### config.mk
export PLATFORM = sky130hd
export DESIGN_NAME = hba_serial_host_flat
export DESIGN_NICKNAME = d
export VERILOG_FILES = /design/src/rtl/hba_serial_host_if.sv /design/src/rtl/hba_serial_host.sv /design/src/flat_wrapper.sv
export SDC_FILE = /design/constraint.sdc
export NUM_CORES = 1
export LEC_CHECK = 0
export ABC_AREA = 1
export CELL_PAD_IN_SITES_DETAIL_PLACEMENT = 2
export CELL_PAD_IN_SITES_GLOBAL_PLACEMENT = 2
export CORE_MARGIN = 5
export CORE_UTILIZATION = 31
export DETAILED_ROUTE_END_ITERATION = 7
export PLACE_DENSITY = 0.76
export SYNTH_ARGS = -nofsm -noshare
export SYNTH_HDL_FRONTEND = slang
export SYNTH_SLANG_ARGS = --single-unit
### constraint.sdc
create_clock -name clk -period 2.36 [get_ports clk]
set_input_delay 0.236 -clock clk [delete_from_list [all_inputs] [get_ports clk]]
set_output_delay 0.236 -clock clk [all_outputs]
set_load 0.02 [all_outputs]
### src/rtl/hba_serial_host_if.sv
`default_nettype none
`timescale 1ns/1ps
// ============================================================================
// Module      : hba_serial_host_if
// Description : Request/response bundle between a requester and the serial
//               host (one register read/write per transaction).
// Revision    : 1.0 - initial release
// ============================================================================
interface hba_serial_host_if;
  logic       cmd_valid;
  logic       cmd_ready;
  logic       cmd_rw;
  logic [3:0] cmd_periph;
  logic [7:0] cmd_reg;
  logic [7:0] cmd_wdata;
  logic       rsp_valid;
  logic [7:0] rsp_rdata;
  logic       rsp_error;
  logic       busy;

  // Requester side
  modport master (
    output cmd_valid, cmd_rw, cmd_periph, cmd_reg, cmd_wdata,
    input  cmd_ready, rsp_valid, rsp_rdata, rsp_error, busy
  );

  // Serial host side
  modport slave (
    input  cmd_valid, cmd_rw, cmd_periph, cmd_reg, cmd_wdata,
    output cmd_ready, rsp_valid, rsp_rdata, rsp_error, busy
  );
endinterface
`default_nettype wire

### src/rtl/hba_serial_host.sv
`default_nettype none
`timescale 1ns/1ps
// ============================================================================
// Module      : hba_serial_host
// Description : Initiator end of the serial_fpga command protocol. Sends one
//               register read/write as 8N1 bytes on txd and, for reads,
//               captures the single reply byte from rxd (with timeout).
// Revision    : 1.0 - initial release
// ============================================================================
module hba_serial_host #(
  parameter int unsigned CLK_FREQUENCY     = 50_000_000,
  parameter int unsigned BAUD              = 115_200,
  parameter int unsigned PERIPH_ADDR_WIDTH = 4,
  parameter int unsigned REG_ADDR_WIDTH    = 8,
  parameter int unsigned DBUS_WIDTH        = 8,
  parameter int unsigned TIMEOUT_BITS      = 100
) (
  input  logic               clk,
  input  logic               reset,
  output logic               txd,
  input  logic               rxd,
  hba_serial_host_if.slave   bus
);

  localparam int unsigned c_cpb   = CLK_FREQUENCY / BAUD;
  localparam int unsigned c_half  = c_cpb / 2;
  localparam int unsigned c_tmo   = TIMEOUT_BITS * c_cpb;
  localparam int unsigned c_cnt_w = $clog2(c_cpb);
  localparam int unsigned c_tmo_w = $clog2(c_tmo);

  localparam logic [c_cnt_w-1:0] c_bit_last  = c_cnt_w'(c_cpb - 1);
  localparam logic [c_cnt_w-1:0] c_half_last = c_cnt_w'(c_half - 1);
  localparam logic [c_tmo_w-1:0] c_tmo_last  = c_tmo_w'(c_tmo - 1);

  // Bit slot 0 is the start bit, 1..8 data (LSB first), 9 the stop bit.
  localparam logic [3:0] c_stop_slot = 4'd9;

  typedef enum logic [2:0] {
    S_IDLE    = 3'd0,
    S_TX      = 3'd1,
    S_RX_WAIT = 3'd2,
    S_RX_DATA = 3'd3,
    S_DONE    = 3'd4
  } state_t;

  state_t                         state_q, state_d;
  logic                           txd_q, txd_d;
  logic                           cmd_ready_q, cmd_ready_d;
  logic                           rsp_valid_q, rsp_valid_d;
  logic [DBUS_WIDTH-1:0]          rsp_rdata_q, rsp_rdata_d;
  logic                           rsp_error_q, rsp_error_d;
  logic [c_cnt_w-1:0]             clk_cnt_q, clk_cnt_d;
  logic [3:0]                     bit_q, bit_d;
  logic [1:0]                     byte_q, byte_d;
  logic [c_tmo_w-1:0]             tmo_q, tmo_d;
  logic [DBUS_WIDTH-1:0]          rx_shift_q, rx_shift_d;
  logic                           rw_q, rw_d;
  logic [PERIPH_ADDR_WIDTH-1:0]   periph_q, periph_d;
  logic [REG_ADDR_WIDTH-1:0]      reg_q, reg_d;
  logic [DBUS_WIDTH-1:0]          wdata_q, wdata_d;
  logic                           rxd_meta_q, rxd_meta_d;
  logic                           rxd_sync_q, rxd_sync_d;
  logic                           rxd_prev_q, rxd_prev_d;

  logic [7:0]                     w_tx_byte;
  logic [1:0]                     w_last_byte;
  logic                           w_fall;

  assign txd           = txd_q;
  assign bus.cmd_ready = cmd_ready_q;
  assign bus.busy      = ~cmd_ready_q;
  assign bus.rsp_valid = rsp_valid_q;
  assign bus.rsp_rdata = rsp_rdata_q;
  assign bus.rsp_error = rsp_error_q;

  // Start-bit edge on the synchronised receive line.
  assign w_fall      = rxd_prev_q & ~rxd_sync_q;
  // Reads stop after the register byte, writes carry a data byte too.
  assign w_last_byte = rw_q ? 2'd1 : 2'd2;

  // Select the frame byte currently being shifted out.
  always_comb begin
    case (byte_q)
      2'd0:    w_tx_byte = {rw_q, 3'b000, periph_q};
      2'd1:    w_tx_byte = reg_q;
      default: w_tx_byte = wdata_q;
    endcase
  end

  // Next-state logic for the transaction FSM, UART shifters and sync chain.
  always_comb begin
    state_d     = state_q;
    txd_d       = txd_q;
    cmd_ready_d = cmd_ready_q;
    rsp_valid_d = 1'b0;
    rsp_rdata_d = rsp_rdata_q;
    rsp_error_d = rsp_error_q;
    clk_cnt_d   = clk_cnt_q;
    bit_d       = bit_q;
    byte_d      = byte_q;
    tmo_d       = tmo_q;
    rx_shift_d  = rx_shift_q;
    rw_d        = rw_q;
    periph_d    = periph_q;
    reg_d       = reg_q;
    wdata_d     = wdata_q;
    rxd_meta_d  = rxd;
    rxd_sync_d  = rxd_meta_q;
    rxd_prev_d  = rxd_sync_q;

    case (state_q)
      S_IDLE: begin
        txd_d       = 1'b1;
        cmd_ready_d = 1'b1;
        if (bus.cmd_valid && cmd_ready_q) begin
          rw_d        = bus.cmd_rw;
          periph_d    = bus.cmd_periph;
          reg_d       = bus.cmd_reg;
          wdata_d     = bus.cmd_wdata;
          cmd_ready_d = 1'b0;
          txd_d       = 1'b0;
          clk_cnt_d   = '0;
          bit_d       = '0;
          byte_d      = '0;
          state_d     = S_TX;
        end
      end

      S_TX: begin
        if (clk_cnt_q == c_bit_last) begin
          clk_cnt_d = '0;
          if (bit_q == c_stop_slot) begin
            if (byte_q == w_last_byte) begin
              txd_d = 1'b1;
              if (rw_q) begin
                tmo_d   = '0;
                state_d = S_RX_WAIT;
              end else begin
                rsp_valid_d = 1'b1;
                rsp_error_d = 1'b0;
                state_d     = S_DONE;
              end
            end else begin
              // Next byte's start bit follows the stop bit with no gap.
              byte_d = byte_q + 2'd1;
              bit_d  = '0;
              txd_d  = 1'b0;
            end
          end else begin
            bit_d = bit_q + 4'd1;
            txd_d = (bit_q == 4'd8) ? 1'b1 : w_tx_byte[bit_q[2:0]];
          end
        end else begin
          clk_cnt_d = clk_cnt_q + 1'b1;
        end
      end

      S_RX_WAIT: begin
        // A start edge takes priority over a timeout on the same clock.
        if (w_fall) begin
          clk_cnt_d = '0;
          bit_d     = '0;
          state_d   = S_RX_DATA;
        end else if (tmo_q == c_tmo_last) begin
          rsp_valid_d = 1'b1;
          rsp_error_d = 1'b1;
          state_d     = S_DONE;
        end else begin
          tmo_d = tmo_q + 1'b1;
        end
      end

      S_RX_DATA: begin
        if (bit_q == 4'd0) begin
          if (clk_cnt_q == c_half_last) begin
            clk_cnt_d = '0;
            if (rxd_sync_q) begin
              // Start bit vanished: a glitch. Resume waiting; timeout keeps its count.
              state_d = S_RX_WAIT;
            end else begin
              bit_d = 4'd1;
            end
          end else begin
            clk_cnt_d = clk_cnt_q + 1'b1;
          end
        end else if (clk_cnt_q == c_bit_last) begin
          clk_cnt_d = '0;
          if (bit_q == c_stop_slot) begin
            rsp_valid_d = 1'b1;
            state_d     = S_DONE;
            if (rxd_sync_q) begin
              rsp_rdata_d = rx_shift_q;
              rsp_error_d = 1'b0;
            end else begin
              rsp_error_d = 1'b1;
            end
          end else begin
            rx_shift_d = {rxd_sync_q, rx_shift_q[DBUS_WIDTH-1:1]};
            bit_d      = bit_q + 4'd1;
          end
        end else begin
          clk_cnt_d = clk_cnt_q + 1'b1;
        end
      end

      S_DONE: begin
        cmd_ready_d = 1'b1;
        state_d     = S_IDLE;
      end

      default: state_d = S_IDLE;
    endcase
  end

  // State register; reset aborts any frame and forces the line idle at once.
  always_ff @(posedge clk or posedge reset) begin
    if (reset) begin
      state_q     <= S_IDLE;
      txd_q       <= 1'b1;
      cmd_ready_q <= 1'b1;
      rsp_valid_q <= 1'b0;
      rsp_rdata_q <= '0;
      rsp_error_q <= 1'b0;
      clk_cnt_q   <= '0;
      bit_q       <= '0;
      byte_q      <= '0;
      tmo_q       <= '0;
      rx_shift_q  <= '0;
      rw_q        <= 1'b0;
      periph_q    <= '0;
      reg_q       <= '0;
      wdata_q     <= '0;
      rxd_meta_q  <= 1'b1;
      rxd_sync_q  <= 1'b1;
      rxd_prev_q  <= 1'b1;
    end else begin
      state_q     <= state_d;
      txd_q       <= txd_d;
      cmd_ready_q <= cmd_ready_d;
      rsp_valid_q <= rsp_valid_d;
      rsp_rdata_q <= rsp_rdata_d;
      rsp_error_q <= rsp_error_d;
      clk_cnt_q   <= clk_cnt_d;
      bit_q       <= bit_d;
      byte_q      <= byte_d;
      tmo_q       <= tmo_d;
      rx_shift_q  <= rx_shift_d;
      rw_q        <= rw_d;
      periph_q    <= periph_d;
      reg_q       <= reg_d;
      wdata_q     <= wdata_d;
      rxd_meta_q  <= rxd_meta_d;
      rxd_sync_q  <= rxd_sync_d;
      rxd_prev_q  <= rxd_prev_d;
    end
  end

endmodule
`default_nettype wire
### src/flat_wrapper.sv
// flat-port wrapper written by rule: the top's interface ports become plain ports
module hba_serial_host_flat 
#(
  parameter int unsigned CLK_FREQUENCY     = 50_000_000,
  parameter int unsigned BAUD              = 115_200,
  parameter int unsigned PERIPH_ADDR_WIDTH = 4,
  parameter int unsigned REG_ADDR_WIDTH    = 8,
  parameter int unsigned DBUS_WIDTH        = 8,
  parameter int unsigned TIMEOUT_BITS      = 100
)
  (clk, reset, txd, rxd, bus_cmd_valid, bus_cmd_rw, bus_cmd_periph, bus_cmd_reg, bus_cmd_wdata, bus_cmd_ready, bus_rsp_valid, bus_rsp_rdata, bus_rsp_error, bus_busy);
  hba_serial_host_if bus_i ();
  input  logic clk;
  input  logic reset;
  output logic txd;
  input  logic rxd;
  input wire logic [$bits(bus_i.cmd_valid)-1:0] bus_cmd_valid;
  input wire logic [$bits(bus_i.cmd_rw)-1:0] bus_cmd_rw;
  input wire logic [$bits(bus_i.cmd_periph)-1:0] bus_cmd_periph;
  input wire logic [$bits(bus_i.cmd_reg)-1:0] bus_cmd_reg;
  input wire logic [$bits(bus_i.cmd_wdata)-1:0] bus_cmd_wdata;
  output wire logic [$bits(bus_i.cmd_ready)-1:0] bus_cmd_ready;
  output wire logic [$bits(bus_i.rsp_valid)-1:0] bus_rsp_valid;
  output wire logic [$bits(bus_i.rsp_rdata)-1:0] bus_rsp_rdata;
  output wire logic [$bits(bus_i.rsp_error)-1:0] bus_rsp_error;
  output wire logic [$bits(bus_i.busy)-1:0] bus_busy;
  assign bus_i.cmd_valid = bus_cmd_valid;
  assign bus_i.cmd_rw = bus_cmd_rw;
  assign bus_i.cmd_periph = bus_cmd_periph;
  assign bus_i.cmd_reg = bus_cmd_reg;
  assign bus_i.cmd_wdata = bus_cmd_wdata;
  assign bus_cmd_ready = bus_i.cmd_ready;
  assign bus_rsp_valid = bus_i.rsp_valid;
  assign bus_rsp_rdata = bus_i.rsp_rdata;
  assign bus_rsp_error = bus_i.rsp_error;
  assign bus_busy = bus_i.busy;
  hba_serial_host #(.CLK_FREQUENCY(CLK_FREQUENCY), .BAUD(BAUD), .PERIPH_ADDR_WIDTH(PERIPH_ADDR_WIDTH), .REG_ADDR_WIDTH(REG_ADDR_WIDTH), .DBUS_WIDTH(DBUS_WIDTH), .TIMEOUT_BITS(TIMEOUT_BITS)) u_core (.clk(clk), .reset(reset), .txd(txd), .rxd(rxd), .bus(bus_i));
endmodule
**Word level (Yosys, flattened, before mapping)**

Index checks and enable logic that the tools add are counted.

- Bits in registers: 78
- Output and inout port bits: 13

- Add/sub/neg operators: 4
- Order comparisons: 1
- Eq/ne operators: 33
- Mux-type cells: 74
- Bitwise logic cells: 5
- Reduce and logical (&&, ||, !) cells: 19

Operators by type and width:

| kind | count |
|---|---|
| 16-bit two-way mux | 6 |
| 9-bit two-way mux | 5 |
| 4-bit two-way mux | 10 |
| 3-bit two-way mux | 12 |
| 9-bit case mux with 4 select lines | 1 |
| 16-bit case mux with 2 select lines | 1 |
| 1-bit two-way mux | 25 |
| 2-bit by 1-bit inequality test with 1-bit output, second input constant | 9 |
| 9-bit AND reduction | 2 |
| 16-bit by 1-bit adder with 16-bit output, second input constant | 1 |
| 16-bit equality test, second input constant | 1 |
| 4-bit case mux with 4 select lines | 1 |
| 8-bit case mux with 2 select lines | 1 |
| 3-bit inequality test, second input constant | 4 |
| 3-bit case mux with 4 select lines | 1 |
| 2-bit two-way mux | 5 |
| 2-bit inequality test, second input constant | 5 |
| 10-bit AND reduction | 1 |
| 5-bit AND reduction | 2 |
| 9-bit by 1-bit adder with 9-bit output, second input constant | 1 |
| 9-bit by 8-bit equality test with 1-bit output, second input constant | 1 |
| 9-bit equality test, second input constant | 1 |
| 3-bit by 1-bit inequality test with 1-bit output, second input constant | 3 |
| 4-bit equality test, second input constant | 2 |
| other kinds (26) | 35 |

**Logic depth before layout (Yosys ltp)**

- Word-level depth: 8
- Mapped depth: 13

**Worst setup path after synthesis**

No wires, ideal clock.

- Path type: flip-flop to flip-flop
- Start point: reg u_core.bit_q[0]
- End point: reg u_core.bit_q[0]
- Library setup time: 0.117 ns
- Arrival time: 1.574 ns
- Setup slack: 0.669 ns
- Stages on the path, launching flop included: 11
- Path buffers: 0
- Period minus slack after synthesis: 1.691 ns
- Path through: dfrtp_1 -> inv_1 -> ha_1 -> nand2_1 -> nor2_1 -> o21ai_2 -> o211ai_1 -> a21oi_2 -> nand2_1 -> nand2_1 -> nand2_1

- Longest elaborated chain between the ends: 5
- Elaborated cells between the ends (all ways): 15
- Those cells by class: 1 x add/sub; 6 x eq/ne; 6 x mux; 2 x reduce/logical

Ends and longest elaborated chain:

| item | RTL line | text |
|---|---|---|
| start: declaration | hba_serial_host.sv:53 | `logic [3:0] bit_q, bit_d;` |
| start signal: assignment | hba_serial_host.sv:244 | `bit_q <= bit_d;` |
| 4-bit by 1-bit adder with 4-bit output | hba_serial_host.sv:150, hba_serial_host.sv:199 |  |
| 4-bit two-way mux | hba_serial_host.sv:188 | `if (bit_q == c_stop_slot) begin` |
| 4-bit two-way mux | hba_serial_host.sv:186 | `end else if (clk_cnt_q == c_bit_last) begin` |
| 4-bit two-way mux | hba_serial_host.sv:174 | `if (bit_q == 4'd0) begin` |
| 4-bit case mux with 4 select lines | hba_serial_host.sv:111 | `case (state_q)` |

Parallel ways exist; a longest one is shown, timed or not. The select of a mux whose other input is x is not followed.
A chain may end at the register's enable or synchronous reset.

**Worst setup path after layout**

- Start point: reg u_core.bit_q[0]
- End point: reg u_core.bit_q[3]

Same word-level chain as after synthesis.

==> out/results.tsv <==
metric	value	unit
power.leakage	2.35	nW
dieHeight	126	um
vias	3740	
routabilityCongestion	0.849	
insertedDiodeCount	0	
yosysWarnings	0	
setup_tns	0	ps
antenna_found_initial	0	
path_common_cell	nand2_1	
min_period_over_period	0.895	
rows	42	
yosysSeqAreaShare	0.473	
synth-edff-count	0	
die_w	126	um
fmax	473	MHz
cp.arrival	2350	ps
grt.total_usage	0.161	
netlist_instances	533	
synthesis.nets	567	
dpl.hpwl	8800	um
peakVddDrop	0.355	mV
setup_viol	0	
postLayoutCoreUtil	0.383	
cts-root-buf	clkbuf_16	
finalWirelength	11900	um
mostFrequentLayoutCells	nand2_1, dfrtp_1, inv_1	
drt_iter0_markers	119	
outcome	finished clean	
overflow	0	
post-cts-setup-buffers	0	
post_drt_wl_per_cell	15.7	um
crit_chain	inv_1 -> ha_1 -> nand2_1 -> nor2_1 -> o21ai_2 -> o211ai_1 -> a21oi_2 -> nand2_1 -> nand2_1 -> nand2_1	
drv_slew	0	
clkTransAtPathRegs	60	ps
fin_worst_skew	6.88	ps
worstPathMaxFanout	8	
yosysTopAreaCell	dfrtp_1	
max_stage_delay	500	ps
min_period	2110	ps
cts_hold_buf	0	
finalHoldViolCount	0	
critPathRequiredTime	2590	ps
portBuffers	37	
worst_slack	247	ps
synth_top_area_frac	0.441	
synthTopCellsByArea	dfrtp_1, nand2_1, nand3_1	
hold_path_class	in2async	
grt_pass1_wl	20700	um
fillers	1513	
synth-seq-cells	78	
first_pass_iters	4	
synth_ff_type	dfrtp_1	
fin_nets	611	
top_level_ports	38	
synth.distinct_cells	37	
slowest_stage	dfrtp_1	
cts_tree	yes	
core	13200	um2
synthMuxAreaShare	0.00544	
final_common_cell	nand2_1	
power_density	1000	nW/um2
synthAdderAreaFrac	0.0272	
yosys.area_share.xor_xnor	0.0212	
drive_gt1_frac	0.101	
crit_buf_inv	1	
cp-end-kind	register	
max_slew_margin	0.555	
syn_area_per_cell	7.77	um2
ant_nets	0	
syn-cell-area	4140	um2
dp_slack	246	ps
cts_buffer_depth	2	
htree_num_levels	3	
drcViolationCount	0	
cts_resized	0	
die_area	15800	um2
initial_core_util	0.314	
synth_top_family_by_area	simple AND/OR/NAND/NOR gates	
grt_pass1_vias	4154	
cap_viol_max_count	0	
async_flop_share	1.00	
synth_simple_gate_area_frac	0.323	
path_class	reg2reg	
worst_pin_slew	666	ps
grt_max_degree	79	
numCtsBuffers	9	
path_delay_family	simple AND/OR/NAND/NOR gates	
cts_sinks	78	
start_kind	register	
clk_latency	350	ps
viasPerCell	4.93	
area_growth	22.1	%
rsz0062_at_grt	no	
synth_compound_area_frac	0.0868	
## layout make-up
type / instances / area [um2] / area share
well taps: 176 / 220 / 0.0436
multi-input cells: 390 / 1920 / 0.380
inverters: 56 / 211 / 0.0418
flip-flops and latches: 78 / 1960 / 0.387
repair buffers: 42 / 420 / 0.0832
clock inverters: 6 / 85.1 / 0.0168
clock buffers: 10 / 239 / 0.0473
## cell families after synthesis
logic type / Yosys count
xor gates and xnor gates: 10
DFF: 78
AOI/OAI and AO/OA: 63
muxes: 2
buffers and inverters: 65
adders and majority gates: 9
and+or+nand+nor: 306
## cell usage after synthesis (all sizes together) (2+ instances only)
| cell | count |
|---|---|
| nand3 | 43 |
| nor2 | 42 |
| mux2 | 2 |
| a21oi | 18 |
| nand2 | 190 |
| nand4 | 15 |
| ha | 9 |
| nor3 | 11 |
| o21bai | 2 |
| nor3b | 3 |
| buf | 4 |
| o21ai | 39 |
| clkbuf | 5 |
| dfrtp | 73 |
| dfstp | 5 |
| xor2 | 10 |
| inv | 55 |
## flip-flops by register name, indices dropped and copies added, names as in the netlist
signal                count
u_core.bit_q              4
u_core.bus.cmd_ready      1
u_core.bus.rsp_error      1
u_core.bus.rsp_rdata      8
u_core.bus.rsp_valid      1
u_core.byte_q             2
u_core.clk_cnt_q          9
u_core.periph_q           4
u_core.reg_q              8
u_core.rw_q               1
u_core.rx_shift_q         8
u_core.rxd_meta_q         1
u_core.rxd_prev_d         1
u_core.rxd_prev_q         1
u_core.state_q            3
u_core.tmo_q             16
u_core.txd                1
u_core.wdata_q            8
## worst min-delay path: stages
cell and delay (ps):
clkdlybuf4s50_1 420, clkinv_2 70, buf_12 330
## routing by layer
metal  wire, um  part of all wire  vias to the layer above  GRT usage
met5          0                 0                        -          0
met3        321             0.027                       19     0.0277
li1           -                 -                     1803          -
met1       5460              0.46                     1865      0.207
met2       5890              0.49                       53      0.270
met4        251             0.021                        0     0.0644
## power by group
part / switching, W / internal, W / total [W]
Combinational: 0.00112 / 0.000541 / 0.00166
Sequential: 0.000243 / 0.00163 / 0.00187
Clock: 0.000573 / 0.000951 / 0.00152
Total: 0.00194 / 0.00312 / 0.00506
## path summary, 6_finish.rpt
check / from / end / slack (ps) / depth (start not counted)
worst max-delay path: u_core.bit_q[0] / u_core.bit_q[3] / 250 / 10
worst min-delay path: reset / u_core.tmo_q[13] / 290 / 3
worst max register to register: u_core.bit_q[0] / u_core.bit_q[3] / 250 / 10
worst min register to register: u_core.rxd_meta_q / u_core.rxd_prev_d / 360 / 0
max in group asynchronous: reset / u_core.txd / 1700 / 3
min in group clk: rxd / u_core.rxd_meta_q / 300 / 1
## per-stage QoR
stage / cell area (um2) / total power (W) / hold WS (ps) / std cells
after floorplan: 4140 / 0.00301 / 240 / 533
after global placement: 4730 / 0.00351 / 354 / 742
after detailed placement: 4730 / 0.00360 / 358 / 742
after CTS: 5050 / 0.00517 / 288 / 758
after global routing: 5050 / 0.00547 / 300 / 758
final: 5050 / 0.00506 / 286 / 758
Power figures use the tool's default switching activity.
